[src/rtl/rv32i_dmem_arbiter.sv]
// rv32i_dmem_arbiter: shares the data port of a synchronous RAM between the
// core load/store unit (requester 0) and the debug/test loader (requester 1).
// Each access is accepted, issued to the RAM once, and answered with a
// one-cycle response that carries extended load data or an error flag.
// Build option: define DMEM_ARB_FIXED_PRIO_EN for fixed priority (requester 0
// always wins); otherwise the two requesters are served round-robin.
module rv32i_dmem_arbiter #(
   parameter int NREQ = 2,
   parameter int XLEN = 32
) (
   input  logic                   clk,
   input  logic                   reset_n,
   input  logic [NREQ-1:0]        req_valid,
   output logic [NREQ-1:0]        req_ready,
   input  logic [NREQ-1:0]        req_we,
   input  logic [NREQ*XLEN-1:0]   req_addr,
   input  logic [NREQ*XLEN-1:0]   req_wdata,
   input  logic [2*NREQ-1:0]      req_width,
   input  logic [NREQ-1:0]        req_sign,
   output logic [NREQ-1:0]        rsp_valid,
   output logic [XLEN-1:0]        rsp_rdata,
   output logic                   rsp_err,
   output logic [XLEN-1:0]        ram_addr,
   output logic                   ram_we,
   output logic [3:0]             ram_be,
   output logic [XLEN-1:0]        ram_wdata,
   input  logic [XLEN-1:0]        ram_rdata
);

   // state | meaning
   // IDLE  | waiting for a request; req_ready strobes the accepted requester
   // ISSUE | access presented to the RAM (address, byte enables, write data)
   // RESP  | one-cycle response pulse to the owner with load data or error
   typedef enum logic [1:0] {
      IDLE  = 2'd0,
      ISSUE = 2'd1,
      RESP  = 2'd2
   } state_t;

   state_t            state_q, state_d;
   logic              owner_q;
   logic              we_q;
   logic [XLEN-1:0]   addr_q;
   logic [XLEN-1:0]   wdata_q;
   logic [1:0]        width_q;
   logic              sign_q;
   logic              err_q;
   logic [XLEN-1:0]   ram_addr_q;
   // Blocks acceptance in the cycle right after reset so every output is 0 then.
   logic              out_en_q;
`ifndef DMEM_ARB_FIXED_PRIO_EN
   logic              rr_last_q;
`endif

   logic              winner;
   logic              accept;
   logic              in_we;
   logic [XLEN-1:0]   in_addr;
   logic [XLEN-1:0]   in_wdata;
   logic [1:0]        in_width;
   logic              in_sign;
   logic              in_bad;
   logic [XLEN-1:0]   rd_shift;
   logic [XLEN-1:0]   rd_ext;

   // Winner selection, field mux for the winner, and alignment check.
   always_comb begin
`ifdef DMEM_ARB_FIXED_PRIO_EN
      winner = !req_valid[0];
`else
      winner = req_valid[1] && (!req_valid[0] || !rr_last_q);
`endif
      accept   = reset_n && out_en_q && (state_q == IDLE) && (|req_valid);
      in_we    = winner ? req_we[1]                : req_we[0];
      in_addr  = winner ? req_addr[2*XLEN-1:XLEN]  : req_addr[XLEN-1:0];
      in_wdata = winner ? req_wdata[2*XLEN-1:XLEN] : req_wdata[XLEN-1:0];
      in_width = winner ? req_width[3:2]           : req_width[1:0];
      in_sign  = winner ? req_sign[1]              : req_sign[0];
      case (in_width)
         2'b00:   in_bad = 1'b0;
         2'b01:   in_bad = in_addr[0];
         2'b10:   in_bad = |in_addr[1:0];
         default: in_bad = 1'b1;
      endcase
   end

   // Next-state logic.
   always_comb begin
      state_d = state_q;
      case (state_q)
         IDLE:    if (accept) state_d = in_bad ? RESP : ISSUE;
         ISSUE:   state_d = RESP;
         RESP:    state_d = IDLE;
         default: state_d = IDLE;
      endcase
   end

   // State register and access capture on accept.
   always_ff @(posedge clk) begin
      if (!reset_n) begin
         state_q    <= IDLE;
         owner_q    <= 1'b0;
         we_q       <= 1'b0;
         addr_q     <= '0;
         wdata_q    <= '0;
         width_q    <= 2'b00;
         sign_q     <= 1'b0;
         err_q      <= 1'b0;
         ram_addr_q <= '0;
         out_en_q   <= 1'b0;
`ifndef DMEM_ARB_FIXED_PRIO_EN
         rr_last_q  <= 1'b1;
`endif
      end else begin
         state_q  <= state_d;
         out_en_q <= 1'b1;
         if (accept) begin
            owner_q   <= winner;
            we_q      <= in_we;
            addr_q    <= in_addr;
            wdata_q   <= in_wdata;
            width_q   <= in_width;
            sign_q    <= in_sign;
            err_q     <= in_bad;
`ifndef DMEM_ARB_FIXED_PRIO_EN
            rr_last_q <= winner;
`endif
         end
         if (state_q == ISSUE) ram_addr_q <= {addr_q[XLEN-1:2], 2'b00};
      end
   end

   // Load lane extraction and sign/zero extension.
   always_comb begin
      rd_shift = ram_rdata >> {addr_q[1:0], 3'b000};
      case (width_q)
         2'b00:   rd_ext = sign_q ? {{24{rd_shift[7]}}, rd_shift[7:0]}
                                  : {24'h000000, rd_shift[7:0]};
         2'b01:   rd_ext = sign_q ? {{16{rd_shift[15]}}, rd_shift[15:0]}
                                  : {16'h0000, rd_shift[15:0]};
         default: rd_ext = rd_shift;
      endcase
   end

   // Output decode; everything is forced low while reset is asserted.
   always_comb begin
      req_ready = '0;
      rsp_valid = '0;
      rsp_rdata = '0;
      rsp_err   = 1'b0;
      ram_we    = 1'b0;
      ram_be    = 4'b0000;
      ram_wdata = '0;
      ram_addr  = reset_n ? ram_addr_q : '0;
      if (accept) req_ready[winner] = 1'b1;
      if (reset_n && state_q == ISSUE) begin
         ram_addr  = {addr_q[XLEN-1:2], 2'b00};
         ram_we    = we_q;
         ram_wdata = wdata_q << {addr_q[1:0], 3'b000};
         case (width_q)
            2'b00:   ram_be = 4'b0001 << addr_q[1:0];
            2'b01:   ram_be = 4'b0011 << addr_q[1:0];
            default: ram_be = 4'b1111;
         endcase
      end
      if (reset_n && state_q == RESP) begin
         rsp_valid[owner_q] = 1'b1;
         rsp_err            = err_q;
         rsp_rdata          = (err_q || we_q) ? '0 : rd_ext;
      end
   end

endmodule

[config.mk]
export PLATFORM = sky130hd
export DESIGN_NAME = rv32i_dmem_arbiter
export DESIGN_NICKNAME = d
export VERILOG_FILES = /design/src/rtl/rv32i_dmem_arbiter.sv
export SDC_FILE = /design/constraint.sdc
export NUM_CORES = 1
export LEC_CHECK = 0
export ABC_CLOCK_PERIOD_IN_PS = 4550
export BUFFER_PORTS_ARGS = -buffer_cell sky130_fd_sc_hd__buf_2
export CORE_MARGIN = 3
export CORE_UTILIZATION = 29
export DETAILED_ROUTE_END_ITERATION = 12
export PLACE_DENSITY = 0.56
export RECOVER_POWER = 25
export SYNTH_ARGS = -nofsm -noshare
export SYNTH_HDL_FRONTEND = slang
export SYNTH_SLANG_ARGS = --single-unit
[constraint.sdc]
create_clock -name clk -period 4.55 [get_ports clk]
set_input_delay 0.2275 -clock clk [delete_from_list [all_inputs] [get_ports clk]]
set_output_delay 0.2275 -clock clk [all_outputs]
set_load 0.1 [all_outputs]
==> impl_metrics.json <==
{
  "run_status": "finished clean",
  "drt_pass1_iterations": 4,
  "crit_slowest_cell": "sky130_fd_sc_hd__clkbuf_1",
  "tightestPinTransition_ns": 1.06,
  "synth_edf_count": 0,
  "post_cts_resized": 0,
  "grt_setup_unrepaired": "no",
  "row_count": 52,
  "layout.area.seq_mm2": 0.00208,
  "regToRegSetupSlack_ns": 2.07,
  "crit_path_max_fanout": 20,
  "synth_ff_type": "sky130_fd_sc_hd__dfxtp_1",
  "worstPathBufferInverterCount": 2,
  "synthCells": 725,
  "avgSynthCellArea_um2": 8.52,
  "vias_per_cell": 4.94,
  "maxCapViolations": 0,
  "design.die.area_mm2": 0.0231,
  "num_io_pins": 278,
  "port_buffers": 275,
  "cpLargestDelayFamily": "buffers and inverters",
  "critical_path.reg2reg.endpoint": "wdata_q[28]",
  "min_path_cells": 4,
  "detail_route.drc_violations": 0,
  "ir_worst_vdd_uv": 172,
  "antenna_found_initial": 1,
  "cp_endpoint": "ram_addr[18]",
  "finalSetupTns_ns": 0,
  "first_global_vias": 5778,
  "remaining_overflow_grt": 0,
  "ys_types": 40,
  "clock-skew-final_ns": 0.00988,
  "grt_pass1_wl_mm": 31.8,
  "clock_tree.htree_level_count": 3,
  "total_of_hold_buffers_inserted_after_clock_tree_synthesis": 0,
  "ant_nets": 0,
  "critical_path_required_ns": 4.32,
  "critical_path_startpoint_category": "register",
  "crit_chain": "nor2b_1, clkbuf_1, nand2_1, a21boi_0, buf_2",
  "worst-setup-path-type": "reg2out",
  "horizontal_die_dimension_um": 152,
  "cp_num_cells": 5,
  "worst_hold_path_type": "in2reg",
  "dr_total_vias": 6068,
  "share_of_post_route_cells_with_drive_strength_above_1_pct": 32.6,
  "mostFrequentLayoutCell": "sky130_fd_sc_hd__buf_2",
  "synth-seq-cells": 104,
  "final_cell_mix": "sky130_fd_sc_hd__buf_2 (274), sky130_fd_sc_hd__nand2_1 (136), sky130_fd_sc_hd__dfxtp_1 (102)",
  "crit_path_max_incr_delay_ns": 0.85,
  "leakage_nw": 4.24,
  "final_critical_period_ns": 3.48,
  "global_route.usage.total_pct": 16.8,
  "gp_congestion": 0.893,
  "max_slew_margin_pct": 29.5,
  "drt-wirelength-per-cell_um": 16.5,
  "report.final.hold_viol_count": 0,
  "clk_root_buffer_cell": "sky130_fd_sc_hd__clkbuf_16",
  "post-route-util_pct": 38.9,
  "antenna-diode-count": 0,
  "initial_standard_cell_utilization_of_the_core_pct": 30.1,
  "area_growth_syn_to_layout_pct": 29.4,
  "synth-warning-count": 0,
  "clk_transition_reported_paths_ns": 0.08,
  "critical_path_arrival_ns": 3.25,
  "syn-cell-area_mm2": 0.00618,
  "final_setup_violation_count": 0,
  "powerDensity_mw_per_mm2": 296,
  "tritoncts": "built",
  "startpoint": "state_q[1]",
  "estimated_wirelength_of_the_detail_placed_design_mm": 15.2,
  "setup.worst_path.end_class": "output pin",
  "final_min_period_over_clock_period_pct": 76.4,
  "cts_sinks": 104,
  "floorplan.die.height_um": 152,
  "worstSkewPairLatency_ns": 0.35,
  "net_total_in_the_final_layout": 1125,
  "filler_cell_count": 2188,
  "multi_input_area_mm2": 0.00378,
  "wirelength_mm": 20.2,
  "crit-reg2reg-launch": "state_q[0]",
  "drt_iter0_markers": 312,
  "synth.yosys.seq_area_share_pct": 33.7,
  "reg2regPathDepth": 5,
  "floorplan.core_area_mm2": 0.0206,
  "post_cts_buffers": 0,
  "cts-buffers-inserted": 9,
  "clock.fmax_mhz": 288,
  "grt_max_degree": 75,
  "final_max_slew_viol_count": 0,
  "async_reset_ff_share_pct": 0,
  "cts-root-to-sink-buffers": 2
}
==> worst min-delay path, stage by stage <==
cell and delay (ns):
sky130_fd_sc_hd__buf_2 0.07, sky130_fd_sc_hd__mux2i_1 0.05, sky130_fd_sc_hd__nand2_1 0.06, sky130_fd_sc_hd__o211a_1 0.13
==> state kept, by name, summed over array words and instances, names as in the netlist <==
register / count
ram_addr_q: 30
sign_q: 1
rr_last_q: 1
addr_q: 32
owner_q: 1
wdata_q: 32
state_q: 2
err_q: 1
out_en_q: 1
we_q: 1
width_q: 2
==> how the worst min path moves through the flow <==
stage               slack, ns             end            from
floorplan                0.26        out_en_q         reset_n
global placement         0.45  ram_addr_q[14]  ram_addr_q[14]
detailed placement       0.46  ram_addr_q[16]  ram_addr_q[16]
CTS                      0.21      addr_q[26]    req_addr[26]
global route             0.22      addr_q[23]    req_addr[23]
finish                   0.22      addr_q[15]    req_addr[15]
==> layout make-up <==
class	instances	area share (%)
well taps	270	4.22
inverters	4	0.188
clock buffers	9	2.82
clock inverters	7	1.24
multi-input cells	548	47.2
flip-flops and latches	104	26.1
repair buffers	286	18.2
==> per-stage QoR <==
step / setup WS (ns) / power, mW / instances / hold slack (ns) / area (µm²)
global route: 0.690 / 2.49 / 1228 / 0.222 / 8000
finish: 1.07 / 2.37 / 1228 / 0.219 / 8000
CTS: 1.36 / 2.40 / 1228 / 0.206 / 8000
floorplan: 1.06 / 1.38 / 726 / 0.255 / 6180
detailed placement: 1.73 / 1.54 / 1212 / 0.465 / 7680
global placement: 1.87 / 1.54 / 1212 / 0.454 / 7680
==> cells by family after synthesis <==
kind of cell           Yosys count  share of synthesized area (%)
AND/OR/NAND/NOR                226                           15.8
AO/OA/AOI/OAI                  218                           28.4
flip-flops                     104                           33.7
multiplexers                   101                           16.4
buffers and inverters           74                           5.53
XOR/XNOR                         1                          0.142
other                            1                         0.0607
==> power by group <==
part	switching (mW)	internal (mW)	leakage [nW]
logic	0.304	0.197	3.23
clock network	0.365	0.488	0.157
registers	0.0505	0.961	0.850
total	0.720	1.65	4.24
==> cell usage after synthesis (all sizes together), types with 16 or more instances <==
cell | number | area (µm²)
a21oi | 18 | 90.1
nor2b | 17 | 106
mux2i | 100 | 1000
buf | 36 | 199
a21boi | 62 | 465
o21ai | 19 | 95.1
nor2 | 45 | 176
nand2 | 136 | 510
a211oi | 30 | 225
dfxtp | 104 | 2080
o211a | 68 | 681
and2 | 16 | 100
clkbuf | 34 | 128
==> metal layers <==
layer	wire length [µm]	vias to the layer above	share of wire [%]	GRT usage [%]
li1	-	3034	-	-
met1	9070	2803	45	21.9
met2	9480	206	47	27.5
met3	1420	23	7.0	4.95
met4	250	2	1.2	3.77
met5	7	-	0.035	0
(Power assumes the default switching activity.)
